[src/rtl/xge_tx_arb_pkg.sv]
// rtl/xge_tx_arb_pkg.sv - shared types and widths for the xge_mac transmit arbiter
package xge_tx_arb_pkg;

  localparam int DATA_W = 64;
  localparam int MOD_W  = 3;

  typedef enum logic [1:0] {
    IDLE  = 2'd0,
    XFER  = 2'd1,
    DRAIN = 2'd2
  } arb_state_t;

  typedef struct packed {
    logic              sop;
    logic              eop;
    logic [MOD_W-1:0]  mod;
    logic [DATA_W-1:0] data;
  } tx_word_t;

endpackage

[src/rtl/xge_rr_pick.sv]
// rtl/xge_rr_pick.sv - combinational round-robin picker: first request at or after ptr
module xge_rr_pick #(
  parameter int N = 2,
  parameter int W = $clog2(N)
) (
  input  logic [N-1:0] req,
  input  logic [W-1:0] ptr,
  output logic [N-1:0] gnt,
  output logic [W-1:0] idx,
  output logic         valid
);

  // First pass covers ptr..N-1, second pass wraps around to 0..ptr-1.
  always_comb begin
    gnt   = '0;
    idx   = '0;
    valid = 1'b0;
    for (int j = 0; j < N; j++) begin
      if (!valid && req[j] && (j >= int'(ptr))) begin
        valid  = 1'b1;
        gnt[j] = 1'b1;
        idx    = W'(j);
      end
    end
    for (int j = 0; j < N; j++) begin
      if (!valid && req[j]) begin
        valid  = 1'b1;
        gnt[j] = 1'b1;
        idx    = W'(j);
      end
    end
  end

endmodule

[src/rtl/xge_tx_arbiter.sv]
// rtl/xge_tx_arbiter.sv - packet-level round-robin arbiter in front of the xge_mac pkt_tx port
module xge_tx_arbiter
  import xge_tx_arb_pkg::*;
#(
  parameter int NUM_SRC   = 2,
  parameter int MAX_WORDS = 1200
) (
  input  logic                       clk_156m25,
  input  logic                       reset_156m25_n,
  input  logic [NUM_SRC-1:0]         src_val,
  input  logic [NUM_SRC-1:0]         src_sop,
  input  logic [NUM_SRC-1:0]         src_eop,
  input  logic [3*NUM_SRC-1:0]       src_mod,
  input  logic [64*NUM_SRC-1:0]      src_data,
  output logic [NUM_SRC-1:0]         src_ready,
  input  logic                       pkt_tx_full,
  output logic                       pkt_tx_val,
  output logic                       pkt_tx_sop,
  output logic                       pkt_tx_eop,
  output logic [2:0]                 pkt_tx_mod,
  output logic [63:0]                pkt_tx_data,
  output logic [$clog2(NUM_SRC)-1:0] grant_id,
  output logic                       busy,
  output logic                       trunc_err,
  output logic                       proto_err,
  input  logic                       err_clr
);

  localparam int ID_W  = $clog2(NUM_SRC);
  localparam int CNT_W = $clog2(MAX_WORDS + 1);

  arb_state_t         state, state_nxt;
  logic [ID_W-1:0]    rr_ptr, rr_nxt, grant_nxt, pick_idx, sel_idx;
  logic [CNT_W-1:0]   cnt, cnt_nxt;
  logic [NUM_SRC-1:0] pick_gnt, stray;
  logic               pick_valid, fwd, trunc_set, proto_set;
  tx_word_t           sel, fwd_word;

  // Non-sop words offered while idle belong to no packet and are flushed.
  assign stray = src_val & ~src_sop;

  xge_rr_pick #(.N(NUM_SRC)) u_pick (
    .req   (src_val & src_sop),
    .ptr   (rr_ptr),
    .gnt   (pick_gnt),
    .idx   (pick_idx),
    .valid (pick_valid)
  );

  assign sel_idx = (state == IDLE) ? pick_idx : grant_id;

  always_comb begin
    sel = '0;
    for (int i = 0; i < NUM_SRC; i++) begin
      if (sel_idx == ID_W'(i)) begin
        sel.sop  = src_sop[i];
        sel.eop  = src_eop[i];
        sel.mod  = src_mod[3*i +: 3];
        sel.data = src_data[64*i +: 64];
      end
    end
  end

  always_comb begin
    state_nxt = state;
    grant_nxt = grant_id;
    rr_nxt    = rr_ptr;
    cnt_nxt   = cnt;
    src_ready = '0;
    fwd       = 1'b0;
    fwd_word  = sel;
    trunc_set = 1'b0;
    proto_set = 1'b0;
    unique case (state)
      IDLE: begin
        if (!pkt_tx_full) begin
          src_ready = pick_gnt | stray;
          proto_set = |stray;
          if (pick_valid) begin
            fwd          = 1'b1;
            fwd_word.sop = 1'b1;
            fwd_word.mod = sel.eop ? sel.mod : '0;
            grant_nxt    = pick_idx;
            cnt_nxt      = CNT_W'(1);
            rr_nxt       = (pick_idx == ID_W'(NUM_SRC - 1)) ? '0 : pick_idx + 1'b1;
            state_nxt    = sel.eop ? IDLE : XFER;
          end
        end
      end
      XFER: begin
        src_ready[grant_id] = !pkt_tx_full;
        if (src_val[grant_id] && !pkt_tx_full) begin
          fwd          = 1'b1;
          fwd_word.sop = 1'b0;
          cnt_nxt      = cnt + 1'b1;
          proto_set    = sel.sop;
          if (sel.eop) begin
            state_nxt = IDLE;
          end else begin
            fwd_word.mod = '0;
            // Last allowed word without eop: close the packet and discard the rest.
            if (cnt == CNT_W'(MAX_WORDS - 1)) begin
              fwd_word.eop = 1'b1;
              trunc_set    = 1'b1;
              state_nxt    = DRAIN;
            end
          end
        end
      end
      DRAIN: begin
        src_ready[grant_id] = 1'b1;
        if (src_val[grant_id] && src_eop[grant_id]) state_nxt = IDLE;
      end
      default: state_nxt = IDLE;
    endcase
  end

  always_ff @(posedge clk_156m25 or negedge reset_156m25_n) begin
    if (!reset_156m25_n) begin
      state       <= IDLE;
      rr_ptr      <= '0;
      grant_id    <= '0;
      cnt         <= '0;
      pkt_tx_val  <= 1'b0;
      pkt_tx_sop  <= 1'b0;
      pkt_tx_eop  <= 1'b0;
      pkt_tx_mod  <= '0;
      pkt_tx_data <= '0;
      trunc_err   <= 1'b0;
      proto_err   <= 1'b0;
    end else begin
      state      <= state_nxt;
      rr_ptr     <= rr_nxt;
      grant_id   <= grant_nxt;
      cnt        <= cnt_nxt;
      pkt_tx_val <= fwd;
      if (fwd) begin
        pkt_tx_sop  <= fwd_word.sop;
        pkt_tx_eop  <= fwd_word.eop;
        pkt_tx_mod  <= fwd_word.mod;
        pkt_tx_data <= fwd_word.data;
      end
      if (trunc_set)    trunc_err <= 1'b1;
      else if (err_clr) trunc_err <= 1'b0;
      if (proto_set)    proto_err <= 1'b1;
      else if (err_clr) proto_err <= 1'b0;
    end
  end

  assign busy = (state != IDLE);

endmodule

[config.mk]
export PLATFORM = sky130hd
export DESIGN_NAME = xge_tx_arbiter
export DESIGN_NICKNAME = d
export VERILOG_FILES = /design/src/rtl/xge_tx_arb_pkg.sv /design/src/rtl/xge_rr_pick.sv /design/src/rtl/xge_tx_arbiter.sv
export SDC_FILE = /design/constraint.sdc
export NUM_CORES = 1
export LEC_CHECK = 0
export CORE_MARGIN = 2
export CORE_UTILIZATION = 41
export CTS_BUF_LIST = sky130_fd_sc_hd__clkbuf_4 sky130_fd_sc_hd__clkbuf_8
export CTS_CLUSTER_DIAMETER = 120
export CTS_CLUSTER_SIZE = 30
export DETAILED_ROUTE_END_ITERATION = 6
export PLACE_DENSITY_LB_ADDON = 0.05
export SYNTH_ARGS = -nofsm -noshare
export SYNTH_HDL_FRONTEND = slang
export SYNTH_HIERARCHICAL = 1
export SYNTH_SLANG_ARGS = --single-unit
[constraint.sdc]
create_clock -name clk_156m25 -period 2.17 [get_ports clk_156m25]
set_input_delay 0.651 -clock clk_156m25 [delete_from_list [all_inputs] [get_ports clk_156m25]]
set_output_delay 0.651 -clock clk_156m25 [all_outputs]
set_load 0.1 [all_outputs]
==> out/metrics.yaml <==
route:
  avgRoutedWirePerCell_um: 17.3
  ant_nets: 0
  vias: 4152
  wl_met2_um: 7140
  wl_met1_um: 5470
  met3_length_um: 1020
  first_pass_iters: 4
  top_layer: "met4"
  drt_iter0_drc: 178
  viasPerCell: 5.14
  routed_wl_um: 14000
  drc: 0
synth:
  synth_top_family_by_area: "multiplexers"
  muxShareOfSynthArea_pct: 16.6
  synth_area_leader_cell: "dfrtp_1"
  synth_top_area_share_pct: 50.5
  synthDistinctLibCells: 48
  synth_compound_area_share_pct: 12.7
  yosys.area_share.simple_pct: 14.3
  postSynth.asyncResetShare_pct: 100
  synth_adder_area_share_pct: 0.290
  syn_nets: 561
  ys_ff_latch: 87
  synth_xor_area_share_pct: 0.406
  syn_area_per_cell_um2: 10.4
  yosysWarnings: 6
  synth_enable_flop_cells: 0
  synthFlopType: "dfrtp_1"
  syn_inst: 416
  synth_common_cells: "87 x dfrtp_1, 78 x nor2_1, 69 x a21oi_1, 68 x mux2i_1, 13 x nand2_1"
  yosysMostFrequentCell: "dfrtp_1"
  yosys-top-cells-area: "dfrtp_1 50%, mux2i_1 16%, a21oi_1 8.0%"
  syn-cell-area_um2: 4310
  seq_area_frac_synth_pct: 50.5
worst_setup_path:
  end_kind: "output port"
  start_kind: "input pin"
  cp_num_buf_inv: 2
  cp_max_fo: 3
  crit_family: "compound AO/OA/AOI/OAI gates"
  worstSetupPathType: "input pin to output port"
  arrival_ps: 1720
  cp.required_ps: 1520
  cp_cell_sequence: "buf_6 -> and2_4 -> a21boi_2 -> o21bai_1 -> mux2_4 -> o22ai_4 -> buf_12"
  slowest_stage: "mux2_4"
  slowest_delay_ps: 280
outcome:
  violations: "negative setup slack"
  status: "finished, violations left"
layout:
  fin_nets: 811
  area_growth_pct: 71.2
  layout-drive-gt1-share_pct: 25.5
  n_fill_cell: 795
  antennaDiodeCount: 0
clocking:
  cts_buffers: 9
  clk_latency_ps: 360
  cts-root-buf: "clkbuf_8"
  clock_sinks: 87
  path_clk_slew_ps: 100
  hold_buffers: 0
  cts_buffer_depth: 2
  htreeDepth: 3
  cts_tree: "done"
grt:
  antenna_found_initial: 0
  grt_max_degree: 35
  grtUsageTotal_pct: 22.7
  first_global_vias: 4056
  grt_first_pass_wirelength_um: 20200
  grt-ovfl-total: 0
floorplanning:
  initial_core_util_pct: 42.0
  row_count: 37
  coreArea_um2: 10300
  die_x_um: 107
  pin_count: 220
  fp.dieH_um: 107
  die-area_um2: 11400
sta:
  setup_viol_count_final: 2
  worst_slew_pin_slew_ps: 363
  max_slew_margin_pct: 75.2
  fmax_ghz: 0.423
  fin_crit_ps: 2370
  period_share_pct: 109
  rsz0062_at_grt: "true"
  timing.final.ws_setup_ps: -197
  worst_hold_slack_ps: 168
  hold_viol: 0
  setup_tns_ps: -352
  skew_ps: 15.5
  slew_violations: 0
job:
  drv_cap: 0
place:
  numPortBuffers: 219
  hpwl_um: 9660
  place_congestion: 0.784
  post-place-ws_ps: -617
worst_hold_path:
  worstHoldPathType: "input pin to async pin"
==> logic make-up after synthesis <==
group / Yosys count
AND/OR/NAND/NOR: 128
AO/OA/AOI/OAI: 96
flip-flops: 87
multiplexers: 70
buffers and inverters: 32
XOR/XNOR: 2
adder cells (fa/ha/maj): 1
==> metal layers <==
metal | track usage (%) | up-vias
li1 | - | 1965
met1 | 27.1 | 2005
met2 | 39.4 | 160
met3 | 6.32 | 22
met4 | 7.98 | 0
met5 | 0 | -
==> registers in the layout, summed over array words and instances (netlist names), 2 cells and up <==
signal and cells:
state 2, cnt 11, pkt_tx_data 64, pkt_tx_mod 3
==> worst paths after layout <==
kind | startpoint | end | slack (ps) | cells past startpoint
worst min-delay path | reset_156m25_n | state[0] | 170 | 1
worst max register to register | rr_ptr | proto_err | 270 | 7
max in group asynchronous | reset_156m25_n | pkt_tx_data[33] | 1400 | 2
worst min register to register | cnt[6] | cnt[6] | 490 | 1
min in group clk_156m25 | cnt[6] | cnt[6] | 490 | 1
worst max-delay path | src_sop[0] | src_ready[0] | -200 | 7
==> timing repair <==
action | 4_1_cts | 5_1_grt
gates cloned | 2 | 7
endpoints found under the setup margin | 79 | 63
buffers inserted | 6 | 4
pin swaps | 8 | 6
resized for setup | 33 | 14
==> stage by stage <==
step / instances / cell area (µm²) / util (%)
global placement: 773 / 6780 / 66.0
finish: 807 / 7380 / 71.8
floorplan: 416 / 4360 / -
CTS: 797 / 7120 / 69.3
global route: 807 / 7380 / 71.8
detailed placement: 773 / 6780 / 66.0
==> placed cells by master (no fill, tap or decap), types with 2 or more instances in the layout <==
cell type / synthesis / layout
nand4_1: 3 / 3
a31o_1: 3 / 3
and2_4: 0 / 3
mux2i_2: 0 / 3
nor3_4: 2 / 2
nand2_1: 13 / 13
xnor2_1: 2 / 2
a21oi_1: 69 / 68
clkbuf_8: 0 / 11
o21ai_1: 3 / 3
nor2_1: 78 / 77
clkdlybuf4s50_1: 0 / 137
buf_4: 7 / 88
a21boi_2: 0 / 2
inv_1: 5 / 5
dfrtp_1: 87 / 86
buf_12: 0 / 23
buf_6: 9 / 10
nand4b_1: 2 / 2
nand3b_1: 3 / 3
mux2i_1: 68 / 64
mux2i_4: 1 / 2
clkinvlp_4: 0 / 2
clkbuf_16: 0 / 6
nor2b_2: 0 / 2
nand3_1: 9 / 9
a31oi_1: 4 / 4
o22ai_4: 0 / 2
or2_1: 3 / 3
or3b_4: 1 / 2
==> cell type report <==
type	instances	area, µm²	area share (%)
Clock buffer	12	159	2.15
Inverter	5	18.8	0.254
Timing Repair Buffer	266	2790	37.8
Clock inverter	4	53.8	0.729
Multi-Input combinational cell	297	2010	27.3
Tap cell	136	170	2.31
Sequential cell	87	2180	29.5
Power is left out: the tool's default activity adds up to more than one toggle a clock period on the data nets, which glitch-free logic cannot reach.
